## src/rtl/tile_scheduler.sv

```systemverilog
// Tiled-GEMM sequencer: walks an m_tiles x n_tiles grid (ni inner, mi outer) and
// launches one systolic-array tile at a time, handshaking on tpu_busy.
module tile_scheduler #(
    parameter int IDX_W = 16,
    parameter int TILE  = 4
) (
    input  logic             clk,
    input  logic             reset,
    input  logic             start,
    input  logic [7:0]       m_tiles,
    input  logic [7:0]       n_tiles,
    input  logic [15:0]      k_len,
    input  logic             abort,
    input  logic             tpu_busy,
    output logic             tpu_enable,
    output logic [15:0]      tpu_k,
    output logic [IDX_W-1:0] a_base,
    output logic [IDX_W-1:0] b_base,
    output logic [IDX_W-1:0] c_base,
    output logic             busy,
    output logic             done,
    output logic [15:0]      tiles_issued
);

    localparam logic [2:0] IDLE      = 3'd0;
    localparam logic [2:0] ISSUE     = 3'd1;
    localparam logic [2:0] WAIT_ACK  = 3'd2;
    localparam logic [2:0] WAIT_DONE = 3'd3;
    localparam logic [2:0] ADVANCE   = 3'd4;
    localparam logic [2:0] FINISH    = 3'd5;

    localparam logic [IDX_W-1:0] TILE_STEP = IDX_W'(TILE);

    logic [2:0]       state;
    logic [7:0]       m_q;
    logic [7:0]       n_q;
    logic [7:0]       mi;
    logic [7:0]       ni;
    logic             abort_q;
    logic [IDX_W-1:0] k_step;
    logic             last_n;
    logic             last_m;

    // The latched K doubles as the base-address stride; bases wrap modulo 2^IDX_W.
    assign k_step = IDX_W'(tpu_k);
    assign last_n = (ni == n_q - 8'd1);
    assign last_m = (mi == m_q - 8'd1);

    // Strobes decode straight from the state register, so reset clears them too.
    assign tpu_enable = (state == ISSUE);
    assign busy       = (state == ISSUE) || (state == WAIT_ACK) ||
                        (state == WAIT_DONE) || (state == ADVANCE);
    assign done       = (state == FINISH);

    // NOTE: all state is updated with non-blocking assignments so every register
    // samples pre-edge values; blocking here would chain updates within one edge.
    always_ff @(posedge clk) begin
        if (reset) begin
            state        <= IDLE;
            m_q          <= '0;
            n_q          <= '0;
            mi           <= '0;
            ni           <= '0;
            abort_q      <= 1'b0;
            tpu_k        <= '0;
            a_base       <= '0;
            b_base       <= '0;
            c_base       <= '0;
            tiles_issued <= '0;
        end else begin
            if (state != IDLE && abort) begin
                abort_q <= 1'b1;
            end
            case (state)
                IDLE: begin
                    if (start) begin
                        m_q          <= m_tiles;
                        n_q          <= n_tiles;
                        tpu_k        <= k_len;
                        mi           <= '0;
                        ni           <= '0;
                        tiles_issued <= '0;
                        a_base       <= '0;
                        b_base       <= '0;
                        c_base       <= '0;
                        if (m_tiles == 8'd0 || n_tiles == 8'd0 || k_len == 16'd0) begin
                            state <= FINISH;
                        end else begin
                            state <= ISSUE;
                        end
                    end
                end
                ISSUE: begin
                    tiles_issued <= tiles_issued + 16'd1;
                    state        <= WAIT_ACK;
                end
                WAIT_ACK: begin
                    if (tpu_busy) begin
                        state <= WAIT_DONE;
                    end
                end
                WAIT_DONE: begin
                    if (!tpu_busy) begin
                        state <= ADVANCE;
                    end
                end
                ADVANCE: begin
                    if (abort_q) begin
                        state <= FINISH;
                    end else if (!last_n) begin
                        ni     <= ni + 8'd1;
                        b_base <= b_base + k_step;
                        c_base <= c_base + TILE_STEP;
                        state  <= ISSUE;
                    end else if (!last_m) begin
                        ni     <= '0;
                        b_base <= '0;
                        mi     <= mi + 8'd1;
                        a_base <= a_base + k_step;
                        c_base <= c_base + TILE_STEP;
                        state  <= ISSUE;
                    end else begin
                        state <= FINISH;
                    end
                end
                FINISH: begin
                    abort_q <= 1'b0;
                    state   <= IDLE;
                end
                default: begin
                    state <= IDLE;
                end
            endcase
        end
    end

endmodule

```

## config.mk

```make
export PLATFORM = sky130hd
export DESIGN_NAME = tile_scheduler
export DESIGN_NICKNAME = d
export VERILOG_FILES = /design/src/rtl/tile_scheduler.sv
export SDC_FILE = /design/constraint.sdc
export NUM_CORES = 1
export LEC_CHECK = 0
export ABC_CLOCK_PERIOD_IN_PS = 3490
export CAP_MARGIN = 30
export CORE_ASPECT_RATIO = 1.75
export CORE_MARGIN = 2
export CORE_UTILIZATION = 40
export CTS_CLUSTER_DIAMETER = 80
export DETAILED_ROUTE_END_ITERATION = 8
export SLEW_MARGIN = 0
export SYNTH_ARGS = -nofsm -noshare
export SYNTH_HDL_FRONTEND = slang
export SYNTH_SLANG_ARGS = --single-unit
```

## constraint.sdc

```tcl
create_clock -name clk -period 3.49 [get_ports clk]
set_clock_uncertainty 0.2 [all_clocks]
set_input_delay 0.349 -clock clk [delete_from_list [all_inputs] [get_ports clk]]
set_output_delay 0.349 -clock clk [all_outputs]
set_load 0.01 [all_outputs]
```

# [After elaboration in Yosys (flattened, before gate mapping)]
# Cells that the tools add are included.
[word_totals] ff_bits=116 output_inout_bits=83 elab_cells=83
[classes] addsub=8 eq_ne=14 mux=31 reduce_logical=19
[ops] op="2-to-1 mux 16 bit" count=10
[ops] op="case mux 16 bit (2 select lines)" count=4
[ops] op="2-to-1 mux 8 bit" count=7
[ops] op="adder 16 bit" count=2
[ops] op="case mux 8 bit (2 select lines)" count=2
[ops] op="2-to-1 mux 3 bit" count=7
[ops] op="adder 16 x 1 -> 16 bit (second input constant)" count=1
[ops] op="adder 16 x 3 -> 16 bit (second input constant)" count=1
[ops] op="adder 8 x 1 -> 8 bit (second input constant)" count=2
[ops] op="== test 8 bit" count=2
[ops] op="logical NOT 16 bit" count=1
[ops] op="logical NOT 8 bit" count=2
[ops] op="subtractor 8 x 1 -> 8 bit (second input constant)" count=2
[ops] op="case mux 3 bit (5 select lines)" count=1
[ops] op="inequality test 2 bit (second input constant)" count=6
[ops] op="== test 3 x 2 -> 1 bit (second input constant)" count=2
[ops] op="== test 3 bit (second input constant)" count=2
[ops] op="logical OR 1 bit" count=5
[ops] op="AND reduction 5 bit" count=1
[ops] op="AND reduction 2 bit" count=2
[ops] op="AND reduction 4 bit" count=1
[ops] op="nonzero test 2 bit" count=2
[ops] op="== test 3 x 1 -> 1 bit (second input constant)" count=1
[ops] op="logical NOT 3 bit" count=1
[ops] op="5 further kinds" count=5

# [Logic depth before layout (Yosys ltp)]
# Gate-level depths: netlist of run 1.
[depth] word_depth=6 ltp_mapped=12 depth_no_buf=10

# [Worst setup path after synthesis of run 1]
# No wires, ideal clock.
[synth_path] path_type="register to register" startpoint="reg n_q[0]" endpoint="reg c_base[14]" setup_time_ns=0.071 arrival_time_ns=2.490 required_ns=3.219 setup_slack_ns=0.730 stages_incl_launch_ff=12 n_path_buf=1 synth_period_minus_slack_ns=2.760 cell_sequence="dfxtp_1 -> inv_1 -> ha_1 -> or3b_1 -> xnor2_1 -> nor4_4 -> o211ai_2 -> o31ai_2 -> buf_4 -> a211oi_2 -> a31o_2 -> a21oi_1"
[synth_between] elab_chain_len=5
[synth_rtl] item="start: declaration" line="36" rtl="logic [7:0] n_q;"
[synth_rtl] item="start signal: assignment" line="78" rtl="n_q <= n_tiles;"
[synth_rtl] item="subtractor 8 x 1 -> 8 bit (*)" line="46" rtl="assign last_n = (ni == n_q - 8'd1);"
[synth_rtl] item="== test 8 bit (*)" line="46"
[synth_rtl] item="2-to-1 mux 16 bit" line="110" rtl="end else if (!last_n) begin"
[synth_rtl] item="2-to-1 mux 16 bit" line="108" rtl="if (abort_q) begin"
[synth_rtl] item="case mux 16 bit (2 select lines)" line="74" rtl="case (state)"
[synth_rtl] item="end signal: assignment" line="113" rtl="c_base <= c_base + TILE_STEP;"
[synth_rtl] item="end signal: assignment" line="120" rtl="c_base <= c_base + TILE_STEP;"
[synth_rtl] item="end: declaration" line="19" rtl="output logic [IDX_W-1:0] c_base,"
# Every way passes the cells marked *; elsewhere a longest branch is shown, timed or not. The select of a mux whose other input is x is not followed.
# A chain may end at the register's enable or synchronous reset.

# [Final worst setup path of run 1]
[layout_path] startpoint="reg n_q[0]" endpoint="reg c_base[3]"
# Same word-level chain as after synthesis.

==> out/qor.yml, run 1 <==
run_status:
  status: "finished, final reports clean"
place:
  place.gp.congestion: 0.899
  port_buffers: 117
  dp_cells: 1095
  pre_cts_ws_ps: 204
  placed_area_um2: 7890
  post-dp-hpwl_um: 14100
die:
  io_pins: 120
  die_area_um2: 17400
  start_util: 0.409
  fp.dieH_um: 173
  num_rows: 61
  die_w_um: 101
  core-area_um2: 16000
power:
  pwr-share-clk: 0.484
  p_int_mw: 2.58
  p_per_area_nw_per_um2: 419
  leakagePower_nw: 3.19
  seq_power_share: 0.388
  p_sw_mw: 0.980
  p_comb_frac: 0.128
  peakVddDrop_uv: 241
  sw_frac_of_total: 0.275
  power_mw: 3.56
yosys:
  netlist_area_um2: 6520
  async_flop_share: 0
  syn_area_per_cell_um2: 8.05
  ys_types: 73
  ys_seq_area_frac: 0.350
  synth_compound_area_frac: 0.192
  synthAdderAreaFrac: 0.0752
  yosys.area_share.simple: 0.258
  synth_edf_count: 0
  muxShareOfSynthArea: 0.0113
  netlist_instances: 810
  synth_seq_cells: 114
  ys_warn_count: 0
  yosys.area_share.xor_xnor: 0.0766
  ys.flop_type: "dfxtp_1"
  synth_top_family_by_area: "simple AND/OR/NAND/NOR gates"
detailed_routing:
  dr.pass1.iters: 5
  wl_per_cell_um: 16.9
  wl_met3_um: 849
  vias_per_cell: 5.65
  drc: 0
  antenna_left: 0
  highest_layer: "met4"
  wl_um: 19100
  vias: 6389
  met2_length_um: 10200
  dr.first_iter.drc_count: 187
  wl_met1_um: 7550
global_routing:
  grt_max_degree: 80
  grt_pass1_wl_um: 30900
  first_global_vias: 6385
  track_usage: 0.221
  gr-total-overflow: 0
  antenna_found_initial: 0
clock_network:
  cts_sinks: 114
  ctsRootBufferMaster: "clkbuf_16"
  htreeDepth: 4
  path_clk_slew_ps: 60
  max-clock-path-buffers: 2
  hold_buffers: 0
  cts_setup_buffers: 0
  clk_latency_ps: 410
  post_cts_resized: 0
  cts_tree: "built"
  cts-buffers-inserted: 17
setup_path:
  critical_path_class: "reg2reg"
  arrival_ps: 3280
  critPathMaxFanout: 30
  cp.required_ps: 3540
  crit_path_end_kind: "flop"
  cp-start-kind: "flop"
sta:
  hold_viol_final: 0
  max_slew_margin: 0.433
  worst_pin_slew_ps: 850
  maxSlewViolCount: 0
  fmax_ghz: 0.310
  rsz0062_at_grt: "false"
  finalCritPeriodShare: 0.925
  period_needed_ps: 3230
  layout_setup_ws_ps: 261
  setup_viol: 0
  tns_ps: 0
layout:
  drive_gt1_frac: 0.0797
  fin_cells: 1130
  fin_area_um2: 8500
  num_antenna_cells: 0
  fin_nets: 1003
  area_growth_pct: 30.4
job:
  maxCapViolations: 0
min_path:
  hold_path.class: "in2reg"
area by class of cell:
type | instances | area (µm²)
fillers | 1510 | 7450
multi-input cells | 642 | 4010
flip-flops and latches | 114 | 2280
repair buffers | 135 | 1320
clock buffers | 17 | 425
well taps | 189 | 236
clock inverters | 15 | 160
inverters | 18 | 67.6
synthesized netlist by cell type, types with 17 or more instances:
library cell,n,share of area
a21oi_1,101,0.078
clkbuf_1,27,0.016
dfxtp_1,114,0.35
ha_1,36,0.069
inv_1,18,0.010
nand2_1,115,0.066
nand3_1,41,0.031
nor2_1,71,0.041
nor3_1,18,0.014
o21ai_0,19,0.015
xnor2_1,40,0.054
xor2_1,17,0.023
stage by stage:
stage          hold WS (ps)   util
2_1_floorplan           248      -
3_3_place_gp            256  0.494
3_5_place_dp            262  0.495
4_1_cts                86.4  0.531
5_1_grt                 108  0.533
6_report                106  0.533
registers in the layout (all words and copies together) (netlist names):
| name | count |
|---|---|
| abort_q | 1 |
| tpu_k | 16 |
| mi | 8 |
| state | 3 |
| b_base | 16 |
| m_q | 8 |
| a_base | 16 |
| c_base | 14 |
| tiles_issued | 16 |
| ni | 8 |
| n_q | 8 |
worst max-delay path, stage by stage, from the launching register on:
cell      delay, ps
dfxtp_1         350
inv_1            70
ha_1            170
or3b_1          390
xnor2_1         180
nor4_4          340
o211ai_2        190
o31ai_2         360
buf_12          180
and2_4          370
or3b_2          190
a21oi_1          50
kinds of logic (layout without fill, tap and decap cells):
kind of cell    count (synthesis)  in the layout
compound gates                197            197
xor+xnor                       57             57
fa+ha+maj                      38             38
buf+inv                        55            185
flops                         114            114
mux                             7              7
other cells                     1              2
simple gates                  341            341
cells in the final DEF (no fill, tap or decap), types with 5 or more instances in the layout:
master,n
a211oi_1,6
a21oi_1,101
a22oi_1,13
and2_1,7
and3_1,11
buf_4,16
clkbuf_16,17
clkdlybuf4s50_1,116
clkinvlp_4,5
dfxtp_1,114
ha_1,36
inv_1,18
nand2_1,115
nand2b_1,5
nand3_1,41
nand3b_1,7
nand4_1,11
nor2_1,71
nor3_1,18
nor3b_1,6
nor4_1,11
o211ai_1,5
o21a_1,8
o21ai_0,19
or2_2,6
or3_1,8
xnor2_1,40
xor2_1,17
metal layers:
| metal | vias to the layer above | global-route usage |
|---|---|---|
| met2 | 176 | 0.402 |
| met5 | - | 0 |
| met3 | 32 | 0.0457 |
| met4 | 0 | 0.0805 |
| li1 | 3147 | - |
| met1 | 3034 | 0.248 |
power by group through the flow:
stage | clock [mW] | sequential, mW | combinational [mW]
detailed placement | 0 | 1.41 | 0.453
CTS | 1.76 | 1.38 | 0.456
finish | 1.72 | 1.38 | 0.455
floorplan | 0 | 1.40 | 0.290
global placement | 0 | 1.41 | 0.443
global route | 1.82 | 1.39 | 0.500
path summary, 6_finish.rpt:
check | endpoint | cells past startpoint | slack (ps) | from
worst max-delay path | c_base[3]$_SDFFE_PP0P_ | 11 | 260 | n_q[0]$_SDFFE_PP0P_
worst min-delay path | tiles_issued[13]$_SDFFE_PP0P_ | 2 | 110 | reset
worst max register to register | c_base[3]$_SDFFE_PP0P_ | 11 | 260 | n_q[0]$_SDFFE_PP0P_
worst min register to register | m_q[7]$_SDFFE_PP0P_ | 2 | 270 | m_q[7]$_SDFFE_PP0P_
Power figures use the tool's default switching activity.
==> run 2, diff against run 1 <==
--- a/config.mk
+++ b/config.mk
@@ -12,6 +12,7 @@
 export CORE_UTILIZATION = 40
 export CTS_CLUSTER_DIAMETER = 80
 export DETAILED_ROUTE_END_ITERATION = 8
+export SKIP_CTS_REPAIR_TIMING = 1
 export SLEW_MARGIN = 0
 export SYNTH_ARGS = -nofsm -noshare
 export SYNTH_HDL_FRONTEND = slang
==> results of run 2 <==
Same layout as run 1: the final DEF is identical, and so are final timing and power.
==> run 3, diff against run 2 <==
--- a/config.mk
+++ b/config.mk
@@ -12,8 +12,8 @@
 export CORE_UTILIZATION = 40
 export CTS_CLUSTER_DIAMETER = 80
 export DETAILED_ROUTE_END_ITERATION = 8
+export SETUP_SLACK_MARGIN = 0.5
 export SKIP_CTS_REPAIR_TIMING = 1
-export SLEW_MARGIN = 0
 export SYNTH_ARGS = -nofsm -noshare
 export SYNTH_HDL_FRONTEND = slang
 export SYNTH_SLANG_ARGS = --single-unit
==> out/qor.yml, run 3 (synthesis gave the netlist of run 1 again) <==
place:
  post-dp-hpwl_um: 14100  # unchanged
  port_buffers: 117  # unchanged
  placed_area_um2: 7890  # unchanged
  dp_cells: 1095  # unchanged
  place.gp.congestion: 0.899  # unchanged
  pre_cts_ws_ps: 204  # unchanged
layout:
  final_cell_mix: "116 x clkdlybuf4s50_1, 114 x nand2_1, 109 x dfxtp_1"
  fin_nets: 1009  # +0.60%
  fin_area_um2: 8680  # +2.1%
  mostFrequentLayoutCell: "clkdlybuf4s50_1"
  fin_cells: 1136  # +0.53%
  num_antenna_cells: 0  # unchanged
  drive_gt1_frac: 0.110  # +0.0301
  fin_util: 0.544  # +0.0110
  area_growth_pct: 33.0
power:
  sw_frac_of_total: 0.279  # +0.00430
  pwr-share-clk: 0.479  # -0.005
  p_sw_mw: 1.01  # +2.9%
  p_int_mw: 2.60  # +0.67%
  seq_power_share: 0.384  # -0.004
  peakVddDrop_uv: 244  # +1.3%
  p_per_area_nw_per_um2: 416  # -0.77%
  p_comb_frac: 0.137  # +0.009
  power_mw: 3.61  # +1.3%
  leakagePower_nw: 3.25  # +1.8%
setup_path:
  cp_cell_sequence: "inv_1 -> ha_2 -> or3b_4 -> xnor2_2 -> nor4_4 -> o211a_1 -> o211ai_1 -> buf_4 -> buf_4 -> a211oi_2 -> xnor2_1 -> nor2_1"
  crit_path_end_kind: "flop"
  cpMaxStageDelayCell: "or3b_4"
  critical_path_class: "reg2reg"
  crit_path_max_incr_delay_ps: 410  # +20 ps
  crit_top_cell: "buf_4"
  cp-start-kind: "flop"
  critPathMaxFanout: 6  # -80%
  cp.required_ps: 3570  # +30 ps
  arrival_ps: 2980  # -300 ps
detailed_routing:
  antenna_left: 0  # unchanged
  dr.first_iter.drc_count: 197  # +5.3%
  vias_per_cell: 5.69  # +0.62%
  dr.pass1.iters: 5  # unchanged
  drc: 0  # unchanged
  wl_per_cell_um: 17.6  # +4.2%
  vias: 6463  # +1.2%
  wl_um: 20000  # +4.7%
global_routing:
  grt_use_met2: 0.402  # unchanged
  grt_max_degree: 80  # unchanged
  gr-total-overflow: 0  # unchanged
  first_global_vias: 6385  # unchanged
  antenna_found_initial: 0  # unchanged
  grtUsageMet3: 0.0457  # unchanged
  grt_pass1_wl_um: 30900  # unchanged
  use_met1: 0.248  # unchanged
  track_usage: 0.221  # unchanged
  top_usage_layer: "met2"
sta:
  setup_viol: 0  # unchanged
  fmax_ghz: 0.344  # +11%
  worst_pin_slew_ps: 861  # +10.8 ps
  tns_ps: 0  # unchanged
  timing.hold.ws_ps: 101  # -4.84 ps
  finalCritPeriodShare: 0.832  # -0.0936
  rsz0062_at_grt: "true"
  max_slew_margin: 0.426  # -0.00721
  hold_viol_final: 0  # unchanged
  period_needed_ps: 2900  # -327 ps
  maxSlewViolCount: 0  # unchanged
  layout_setup_ws_ps: 587  # +327 ps
die:
  fp.dieH_um: 173  # unchanged
  num_rows: 61  # unchanged
  io_pins: 120  # unchanged
  die_w_um: 101  # unchanged
  core-area_um2: 16000  # unchanged
  die_area_um2: 17400  # unchanged
  start_util: 0.409  # unchanged
clock_network:
  max-clock-path-buffers: 2  # unchanged
  htreeDepth: 4  # unchanged
  cts_tree: "built"
  cts-buffers-inserted: 17  # unchanged
  clk_latency_ps: 410  # about the same
  path_clk_slew_ps: 60  # about the same
  ctsRootBufferMaster: "clkbuf_16"
  cts_sinks: 114  # unchanged
job:
  maxCapViolations: 0  # unchanged
run_status:
  status: "finished, final reports clean"
min_path:
  hold_path.class: "in2reg"
[run 3: power groups by stage]
stage | Clock [mW] | Combinational [mW] | Sequential, mW
floorplan | 0 | 0.290 | 1.40
global placement | 0 | 0.443 | 1.41
detailed placement | 0 | 0.453 | 1.41
CTS | 1.76 | 0.456 | 1.38
global route | 1.82 | 0.537 | 1.39
finish | 1.73 | 0.493 | 1.39
[run 3: routing by layer]
metal  share of wire  routed length (µm)  vias to the layer above
li1                -                   -                     3157
met1            0.39                7800                     3097
met2            0.54               10700                      171
met3           0.043                 852                       38
met4           0.032                 632                        0
met5               0                   0                        -
[run 3: final cells by class]
cell class	count	area, µm²
Clock inverter	15	160
Multi-Input combinational cell	645	4140
Fill cell	1494	7280
Clock buffer	17	425
Tap cell	189	236
Sequential cell	114	2290
Timing Repair Buffer	138	1360
Inverter	18	67.6
[run 3: final timing paths]
check | from | endpoint | slack, ps | depth (start not counted)
setup / recovery | n_q[0]$_SDFFE_PP0P_ | mi[5]$_SDFFE_PP0P_ | 590 | 12
hold / removal | reset | tiles_issued[13]$_SDFFE_PP0P_ | 100 | 2
setup reg to reg | n_q[0]$_SDFFE_PP0P_ | mi[5]$_SDFFE_PP0P_ | 590 | 12
hold reg to reg | m_q[7]$_SDFFE_PP0P_ | m_q[7]$_SDFFE_PP0P_ | 270 | 2
[run 3: worst max-delay path: cells and delay by family (launching register included)]
family | cells | cell delay (ps)
XOR/XNOR | 2 | 310
AO/OA/AOI/OAI | 3 | 630
AND/OR/NAND/NOR | 3 | 710
flip-flops | 1 | 350
buffers and inverters | 3 | 380
adder cells (fa/ha/maj) | 1 | 180
